`src/rtl/par_to_ser_feeder.sv`:
```
// Parallel-word to serial-bit feeder for the Mealy sequence detector.
// One-entry hold register lets consecutive words stream with no idle bit.
module par_to_ser_feeder #(
    parameter int WIDTH     = 8,
    parameter bit MSB_FIRST = 1'b1
) (
    input  logic             clk,
    input  logic             reset,
    input  logic [WIDTH-1:0] load_data,
    input  logic             load_valid,
    output logic             load_ready,
    output logic             x,
    output logic             x_valid,
    output logic             x_last,
    output logic             busy
);

    localparam int CW = $clog2(WIDTH);
    localparam logic [CW-1:0] LAST = CW'(WIDTH - 1);

    typedef enum logic {
        IDLE  = 1'b0,
        SHIFT = 1'b1
    } state_e;

    state_e           state_q, state_d;
    logic [WIDTH-1:0] shift_q, shift_d;
    logic [CW-1:0]    cnt_q, cnt_d;
    logic [WIDTH-1:0] hold_q, hold_d;
    logic             hold_full_q, hold_full_d;
    logic             x_q, x_d;
    logic             x_valid_q, x_valid_d;
    logic             x_last_q, x_last_d;
    logic             busy_q, busy_d;

    logic             accept;
    logic [WIDTH-1:0] shift_next;
    logic             head_d;

    // A free hold slot is the only thing gating acceptance.
    assign load_ready = ~hold_full_q;
    assign accept     = load_valid & ~hold_full_q;

    // Advance the shifter so the next bit to send sits at the output end.
    assign shift_next = MSB_FIRST ? {shift_q[WIDTH-2:0], 1'b0}
                                  : {1'b0, shift_q[WIDTH-1:1]};

    // Next-state: word loading, bit advance and end-of-word handover.
    always_comb begin
        state_d     = state_q;
        shift_d     = shift_q;
        cnt_d       = cnt_q;
        hold_d      = hold_q;
        hold_full_d = hold_full_q;
        unique case (state_q)
            IDLE: begin
                if (accept) begin
                    shift_d = load_data;
                    cnt_d   = LAST;
                    state_d = SHIFT;
                end
            end
            SHIFT: begin
                if (cnt_q != '0) begin
                    shift_d = shift_next;
                    cnt_d   = cnt_q - CW'(1);
                    if (accept) begin
                        hold_d      = load_data;
                        hold_full_d = 1'b1;
                    end
                end else if (hold_full_q) begin
                    // load_ready is low here, so no new word can race in.
                    shift_d     = hold_q;
                    cnt_d       = LAST;
                    hold_full_d = 1'b0;
                end else if (accept) begin
                    shift_d = load_data;
                    cnt_d   = LAST;
                end else begin
                    state_d = IDLE;
                end
            end
            default: state_d = IDLE;
        endcase
    end

    // Registered outputs reflect the bit that will be on x after the edge.
    always_comb begin
        head_d    = MSB_FIRST ? shift_d[WIDTH-1] : shift_d[0];
        x_valid_d = (state_d == SHIFT);
        x_last_d  = x_valid_d & (cnt_d == '0);
        x_d       = x_valid_d & head_d;
        busy_d    = x_valid_d | hold_full_d;
    end

    // All state; reset drops any word in flight and empties the hold.
    always_ff @(posedge clk or negedge reset) begin
        if (!reset) begin
            state_q     <= IDLE;
            shift_q     <= '0;
            cnt_q       <= '0;
            hold_q      <= '0;
            hold_full_q <= 1'b0;
            x_q         <= 1'b0;
            x_valid_q   <= 1'b0;
            x_last_q    <= 1'b0;
            busy_q      <= 1'b0;
        end else begin
            state_q     <= state_d;
            shift_q     <= shift_d;
            cnt_q       <= cnt_d;
            hold_q      <= hold_d;
            hold_full_q <= hold_full_d;
            x_q         <= x_d;
            x_valid_q   <= x_valid_d;
            x_last_q    <= x_last_d;
            busy_q      <= busy_d;
        end
    end

    assign x       = x_q;
    assign x_valid = x_valid_q;
    assign x_last  = x_last_q;
    assign busy    = busy_q;

endmodule

```
`config.mk`:
```
export PLATFORM = sky130hd
export DESIGN_NAME = par_to_ser_feeder
export DESIGN_NICKNAME = d
export VERILOG_FILES = /design/src/rtl/par_to_ser_feeder.sv
export SDC_FILE = /design/constraint.sdc
export NUM_CORES = 1
export LEC_CHECK = 0
export BUFFER_PORTS_ARGS = -buffer_cell sky130_fd_sc_hd__buf_2
export CAP_MARGIN = 20
export CORE_MARGIN = 3
export CORE_UTILIZATION = 30
export DETAILED_ROUTE_END_ITERATION = 6
export PLACE_DENSITY = 0.55
export SLEW_MARGIN = 25
export SYNTH_ARGS = -nofsm -noshare
export SYNTH_HDL_FRONTEND = slang
export SYNTH_SLANG_ARGS = --single-unit
```
`constraint.sdc`:
```
create_clock -name clk -period 2.2 [get_ports clk]
set_clock_uncertainty 0.1 [all_clocks]
set_input_delay 0.66 -clock clk [delete_from_list [all_inputs] [get_ports clk]]
set_output_delay 0.66 -clock clk [all_outputs]
set_load 0.005 [all_outputs]
```
Word level (Yosys, flattened, before mapping)
Cells that the tools add are included.
{"block": "word_totals", "regBits": 24, "romBits": 0, "out_inout_bits": 5, "latch_bits": 0, "mem_count": 0, "ramBits": 0, "wordCells": 33}
{"block": "op_classes", "n_addsub": 1, "order_cmp": 0, "mul": 0, "n_div": 0, "bitwise_logic": 6, "shifts": 0, "reduce_logical": 3, "mux": 15, "n_eq_ne": 0}
{"cell": "8-bit two-way mux", "count": 3}
{"cell": "8-bit one-hot mux with 2 select lines", "count": 1}
{"cell": "3-bit two-way mux", "count": 3}
{"cell": "1-bit two-way mux", "count": 6}
{"cell": "3-bit one-hot mux with 2 select lines", "count": 1}
{"cell": "1-bit AND", "count": 3}
{"cell": "3-bit logical NOT", "count": 1}
{"cell": "3-bit AND reduction", "count": 1}
{"cell": "3-bit nonzero test", "count": 1}
{"cell": "3-bit by 1-bit subtractor with 3-bit output (second input constant)", "count": 1}
{"cell": "1-bit inverter", "count": 2}
{"cell": "1-bit one-hot mux with 2 select lines", "count": 1}
{"cell": "1-bit OR", "count": 1}

Depth between registers and ports, before layout
Gate-level depths: netlist (run 1).
{"block": "depth", "word_depth": 8, "mapped_depth": 7, "mapped_depth_nobuf": 6}

Worst setup path after synthesis (run 1)
OpenSTA, ideal clock, no wires.
{"block": "synth_timing", "path_kind": "register to register", "start": "register cnt_q[0]", "end": "register hold_q[0]", "slack_ns": 0.541, "t_arrival_ns": 1.433, "path_stages_with_launch": 8, "t_required_ns": 1.975, "setup_time_ns": 0.125, "n_path_buf": 1, "synth_period_minus_slack_ns": 1.659, "cell_sequence": "dfrtp_1 inv_1 ha_1 nand2b_4 and2_1 buf_6 nand2_8 mux2_4"}
{"block": "synth_between", "elab_chain_len": 2}
{"element": "start: declaration", "line": "28", "source": "logic [CW-1:0] cnt_q, cnt_d;"}
{"element": "start signal: assignment", "line": "111", "source": "cnt_q <= cnt_d;"}
{"element": "3-bit nonzero test", "line": "64", "source": "if (cnt_q != '0) begin"}
{"element": "3-bit AND reduction (no source line)"}
{"element": "end signal: assignment", "line": "112", "source": "hold_q <= hold_d;"}
{"element": "end: declaration", "line": "29", "source": "logic [WIDTH-1:0] hold_q, hold_d;"}
No other way between the ends.
A chain may end at the register's enable or synchronous reset.

Worst setup path in the final report (run 1)
Same ends and word-level chain as after synthesis.

==> results.tsv, run 1 <==
metric	value	unit
floorplan.rows	21	
cts_resized	0	
startpoint_type	flop	
outcome	completed	
first_global_vias	858	
grt_first_pass_wirelength	4040	µm
cts_buffers	3	
synth_area_per_cell	11.6	µm²
globalRouteOverflowTotal	0	
power.density	1410	mW/mm²
holdCritPathClass	primary input to async pin	
first_iter_violations	17	
final_cells	161	
crit_slowest_cell	and2_1	
final-setup-viol-count	0	
clkTransAtPathRegs	90	ps
synth_sequential_area_ratio	50.7	%
cts_tree	done	
synth_ff_type	dfrtp_1	
globalplace.congestion	0.693	
fillers	346	
netlist.area_leader.share	50.7	%
synth_area_leaders	dfrtp_1, mux2_4, nand2_1	
worst_slack	314	ps
max_slew_margin	65.3	%
fp.dieH	67.5	µm
nNetsFinal	129	
layout_commonest_cell	dfrtp_1	
reg2regPathDepth	6	
async_flop_share	100	%
ctsHoldBuffers	0	
crit_path_end_kind	flop	
wl	2320	µm
ctsLongestPathBuffers	2	
antenna_found_initial	0	
vias	793	
antenna_cells	0	
syn_nets	111	
critPathRequiredTime	2250	ps
fp.dieW	67.5	µm
grt_use_total	11.6	%
path_delay_family	simple AND/OR/NAND/NOR gates	
io_pins	16	
p_leak	0.627	nW
ys_ff_latch	23	
grt_start_max_net_pins	24	
die-area	0.00456	mm²
path_depth	6	
total_power	0.00184	W
drc	0	
synth-edff-count	0	
areaGrowthSynthToFinish	14.4	%
hold_slack	261	ps
antenna_left	0	
yosys_warnings	0	
critPathArrivalTime	1940	ps
post_synth_instance_area	0.00113	mm²
insertion_delay	260	ps
min_period	1890	ps
tightest_slew	520	ps
ys_types	28	
cp_cell_sequence	inv_1 > ha_1 > nand2b_4 > and2_1 > nand2_8 > mux2_4	
fin_crit_sh	85.7	%
hold_viol_final	0	
seq_area	576	µm²
core-area	0.00349	mm²
ir_worst_vdd	0.000538	V
place_ws	268	ps
dr.pass1.iters	5	
slew_viol_final	0	
worst-path-buf-inv	1	
start_util	32.5	%
synth_top_area_cell	dfrtp_1	
max_stage_delay	380	ps
post_cts_buffers	0	
viasPerCell	4.93	
routedWlPerCell	14.4	µm
dpl.hpwl	1690	µm
cts-root-buf	clkbuf_8	
fmax	530	MHz
rsz0062_at_grt	false	
path_class	flop to flop	
dp_cells	157	
worstPathMaxFanout	8	
port_buffers	15	
multi_input_area	510	µm²
drive_above_1_share	29.6	%
drv_cap	0	
final_cell_mix	dfrtp_1, nand2_1, buf_2	
cts.sinks	23	
htree_levels	1	
syn_inst	98	
setup_tns	0	ps
==> cells in the mapped netlist (all sizes together), types with 3 or more instances <==
library cell	number
nand2	18
nand2b	3
mux2	9
o22ai	5
a32oi	5
dfrtp	23
o21ai	4
inv	3
buf	5
nor3	3
==> sequential cells by signal, indices dropped and copies added, names as in the netlist <==
signal / cells
hold_q: 8
hold_full_q: 1
shift_q: 7
x_valid: 1
busy: 1
x_last: 1
cnt_q: 3
x: 1
==> layer usage <==
metal  part of all wire, %  vias up  GRT usage [%]
li1                      -      382              -
met1                    48      390           15.4
met2                    47       19           19.1
met3                   3.8        2           2.16
met4                  0.60        0           3.80
met5                     0        -              0
==> metrics by stage <==
step                      util, %  area (µm²)
final                        37.2        1300
after global routing         37.2        1300
after CTS                    37.2        1300
after detailed placement     35.8        1250
after global placement       35.8        1250
after floorplan                 -        1130
==> final timing paths <==
check                              startpoint                     to  slack (ps)
hold / removal                          reset   shift_q[4]$_DFF_PN0_         260
max in group asynchronous               reset     cnt_q[0]$_DFF_PN0_        1390
setup / recovery           cnt_q[0]$_DFF_PN0_  hold_q[0]$_DFFE_PN0P_         310
hold reg to reg            cnt_q[1]$_DFF_PN0_     cnt_q[1]$_DFF_PN0_         400
min in group clk           cnt_q[1]$_DFF_PN0_     cnt_q[1]$_DFF_PN0_         400
setup reg to reg           cnt_q[0]$_DFF_PN0_  hold_q[0]$_DFFE_PN0P_         310
==> final cells by class <==
class                      count  share of cell area (%)
clock inverter                 1                   0.385
multi-input combinational     67                    39.3
inverter                       3                   0.867
sequential                    23                    44.3
clock buffer                   3                    3.18
timing repair buffer          18                    7.51
tap                           46                    4.43
==> kinds of logic (layout without fill, tap and decap cells) <==
group | after synthesis | in the layout | synth area share (%)
buffers and inverters | 8 | 25 | 4.30
and+or+nand+nor | 30 | 30 | 14.1
adders and majority gates | 2 | 2 | 2.20
DFF | 23 | 23 | 50.7
muxes | 11 | 11 | 13.3
AOI/OAI and AO/OA | 24 | 24 | 15.3
==> power breakdown <==
part	switching [W]	internal (W)	leakage, nW
clock network	0.000139	0.000126	0.0255
registers	0.000146	0.000621	0.271
logic	0.000379	0.000424	0.330
total	0.000664	0.00117	0.627
Power figures use the tool's default switching activity.
==> inputs of run 2 (changes only) <==
--- a/config.mk
+++ b/config.mk
@@ -5,6 +5,7 @@
 export SDC_FILE = /design/constraint.sdc
 export NUM_CORES = 1
 export LEC_CHECK = 0
+export ABC_AREA = 1
 export BUFFER_PORTS_ARGS = -buffer_cell sky130_fd_sc_hd__buf_2
 export CAP_MARGIN = 20
 export CORE_MARGIN = 3
==> run 2 against run 1 <==
Combinational power rose by 11%. Maximum frequency rose by 4.2%. Setup slack improved by 75 ps. Cell area rose by 9.9%. Via count rose by 21%. Die area rose by 12%. Final cell count rose by 32%. Utilization fell by 2.2 points. Hold slack improved by 4.3 ps. Synthesized cell count rose by 50%. Synthesized area rose by 14%. Largest cell class unchanged. Largest power group unchanged.
==> results.tsv, run 2 <==
metric	value	unit	change
outcome	completed		
power_frac_seq	38.3	%	-3.5 points
path_class	flop to output port		
yosys-top-cells-count	nand2_1, nor2_1, dfrtp_1		
syn_nets	160		+44%
areaGrowthSynthToFinish	10.8	%	
synth_ff_type	dfrtp_1		
routedWlPerCell	11.2	µm	-22%
p_sw	0.000803	W	+21%
startpoint_type	flop		
globalplace.congestion	0.764		+10%
crit_slowest_cell	dfrtp_1		
cts-root-buf	clkbuf_8		
crit_path_end_kind	output port		
power.density	1360	mW/mm²	-3.9%
antenna_found_initial	0		unchanged
synth_area_leaders	dfrtp_1, nand2_1, nor2_1		
dr.pass1.iters	4		-1
globalRouteOverflowTotal	0		unchanged
synth_area_per_cell	8.77	µm²	-24%
drv_cap	0		unchanged
drive_above_1_share	24.7	%	-4.9 points
synth_top_area_cell	dfrtp_1		
nNetsFinal	176		+36%
cp_cell_sequence	buf_2		
cts_resized	0		unchanged
final_cells	212		+32%
layout_commonest_cell	nand2_1		
cts.sinks	24		+4.3%
dpl.hpwl	1710	µm	+1.2%
start_util	31.5	%	-0.94 points
first_global_vias	929		+8.3%
viasPerCell	4.51		-8.4%
pwr-share-clk	15.5	%	+1.1 points
drc	0		unchanged
syn_inst	147		+50%
path_delay_family	flip-flops		
antenna_left	0		unchanged
min_period	1810	ps	-75.4 ps
ctsHoldBuffers	0		unchanged
pwr-share-comb	46.2	%	+2.4 points
floorplan.rows	23		+9.5%
worstPathMaxFanout	8		unchanged
final-setup-viol-count	0		unchanged
htree_levels	1		unchanged
synth.most_common_cell	nand2_1		
fmax	552	MHz	+4.2%
power.internal	0.00114	W	-3.1%
switching_share	41.4	%	+5.2 points
ir_worst_vdd	0.000462	V	-14%
grt_use_total	10.2	%	-1.5 points
slew_viol_final	0		unchanged
fp.dieH	71.5	µm	+6.0%
first_iter_violations	43		+26
cts_buffers	3		unchanged
largestRegisters	hold_q (8), shift_q (8), cnt_q (3)		
dp_cells	208		+32%
fp.dieW	71.5	µm	+6.0%
yosys_warnings	0		unchanged
critPathArrivalTime	1050	ps	-890 ps
clkTransAtPathRegs	90	ps	about the same
critPathRequiredTime	1440	ps	-810 ps
async_flop_share	100	%	unchanged
max_stage_delay	590	ps	+210 ps
cts_tree	done		
io_pins	16		unchanged
p_leak	0.705	nW	+12%
insertion_delay	270	ps	about the same
port_buffers	15		unchanged
vias	956		+21%
setup_tns	0	ps	unchanged
fin_crit_sh	82.3	%	-3.4 points
core-area	0.00409	mm²	+17%
ctsLongestPathBuffers	2		unchanged
tightest_slew	547	ps	+27.1 ps
die-area	0.00512	mm²	+12%
netlist.area_leader.share	46.6	%	-4.1 points
ys_ff_latch	24		+4.3%
post_cts_buffers	0		unchanged
max_slew_margin	63.5	%	-1.8 points
holdCritPathClass	primary input to async pin		
rsz0062_at_grt	false		
grt_start_max_net_pins	25		+4.2%
post_synth_instance_area	0.00129	mm²	+14%
wl	2380	µm	+2.5%
final_cell_mix	nand2_1, nor2_1, dfrtp_1		
antenna_cells	0		unchanged
synth-edff-count	0		unchanged
ys_types	22		-21%
hold_viol_final	0		unchanged
grt_first_pass_wirelength	4150	µm	+2.5%
worst-path-buf-inv	1		unchanged
synth_sequential_area_ratio	46.6	%	-4.1 points
## run 2: changes by cell type after synthesis, sizes merged, moves of 3 or more
cell    previous run  this run
a32oi              5         0
inv                3        16
mux2               9         0
nor2               2        26
o22ai              5         1
nand2b             3         0
nand3              0         6
nand2             18        39
o21ai              4        21
## run 2: logic make-up (layout without fill, tap and decap cells)
family,after synthesis,after routing,share of synthesized area [%]
compound gates,26,26,12.5
fa+ha+maj,2,2,1.94
buf+inv,21,36,10.3
flops,24,24,46.6
simple gates,74,74,28.6
## run 2: per-stage QoR
step | util [%] | setup slack [ps] | area (µm²) | total power [W] | hold slack (ps)
finish | 34.9 | 389 | 1430 | 0.00194 | 265
global route | 34.9 | 333 | 1430 | 0.00213 | 297
CTS | 34.9 | 374 | 1430 | 0.00197 | 287
detailed placement | 33.6 | 626 | 1370 | 0.00166 | 363
global placement | 33.6 | 631 | 1370 | 0.00163 | 357
floorplan | - | 808 | 1290 | 0.00151 | 264
## run 2: final cells by class
| class | count | area (µm²) |
|---|---|---|
| well taps | 50 | 62.6 |
| fillers | 462 | 2660 |
| multi-input cells | 102 | 556 |
| flip-flops and latches | 24 | 601 |
| repair buffers | 15 | 75.1 |
| inverters | 17 | 78.8 |
| clock buffers | 4 | 55.1 |
## run 2: final timing paths
kind,start,endpoint,slack (ps),cells after the start
min,reset,hold_q[7]$_DFFE_PN0P_,270,1
max in group asynchronous,reset,shift_q[1]$_DFF_PN0_,1360,1
min in group clk,hold_q[1]$_DFFE_PN0P_,hold_q[1]$_DFFE_PN0P_,380,2
min reg2reg,hold_q[1]$_DFFE_PN0P_,hold_q[1]$_DFFE_PN0P_,380,2
max reg2reg,cnt_q[0]$_DFF_PN0_,cnt_q[1]$_DFF_PN0_,610,7
max,x_valid$_DFF_PN0_,x_valid,390,1
## run 2: power groups by stage
stage	Sequential [W]	Combinational, W	Clock [W]
after floorplan	0.000719	0.000793	0
after global placement	0.000748	0.000887	0
after detailed placement	0.000752	0.000907	0
after CTS	0.000744	0.000909	0.000316
after global routing	0.000768	0.00103	0.000337
final	0.000743	0.000895	0.000300
## run 2: routing by layer
metal / GRT usage [%] / routed length [µm] / vias to the layer above
met5: 0 / 0 / -
met4: 2.51 / 19 / 0
met3: 3.65 / 122 / 4
met2: 16.3 / 1080 / 17
met1: 13.1 / 1160 / 439
li1: - / - / 496
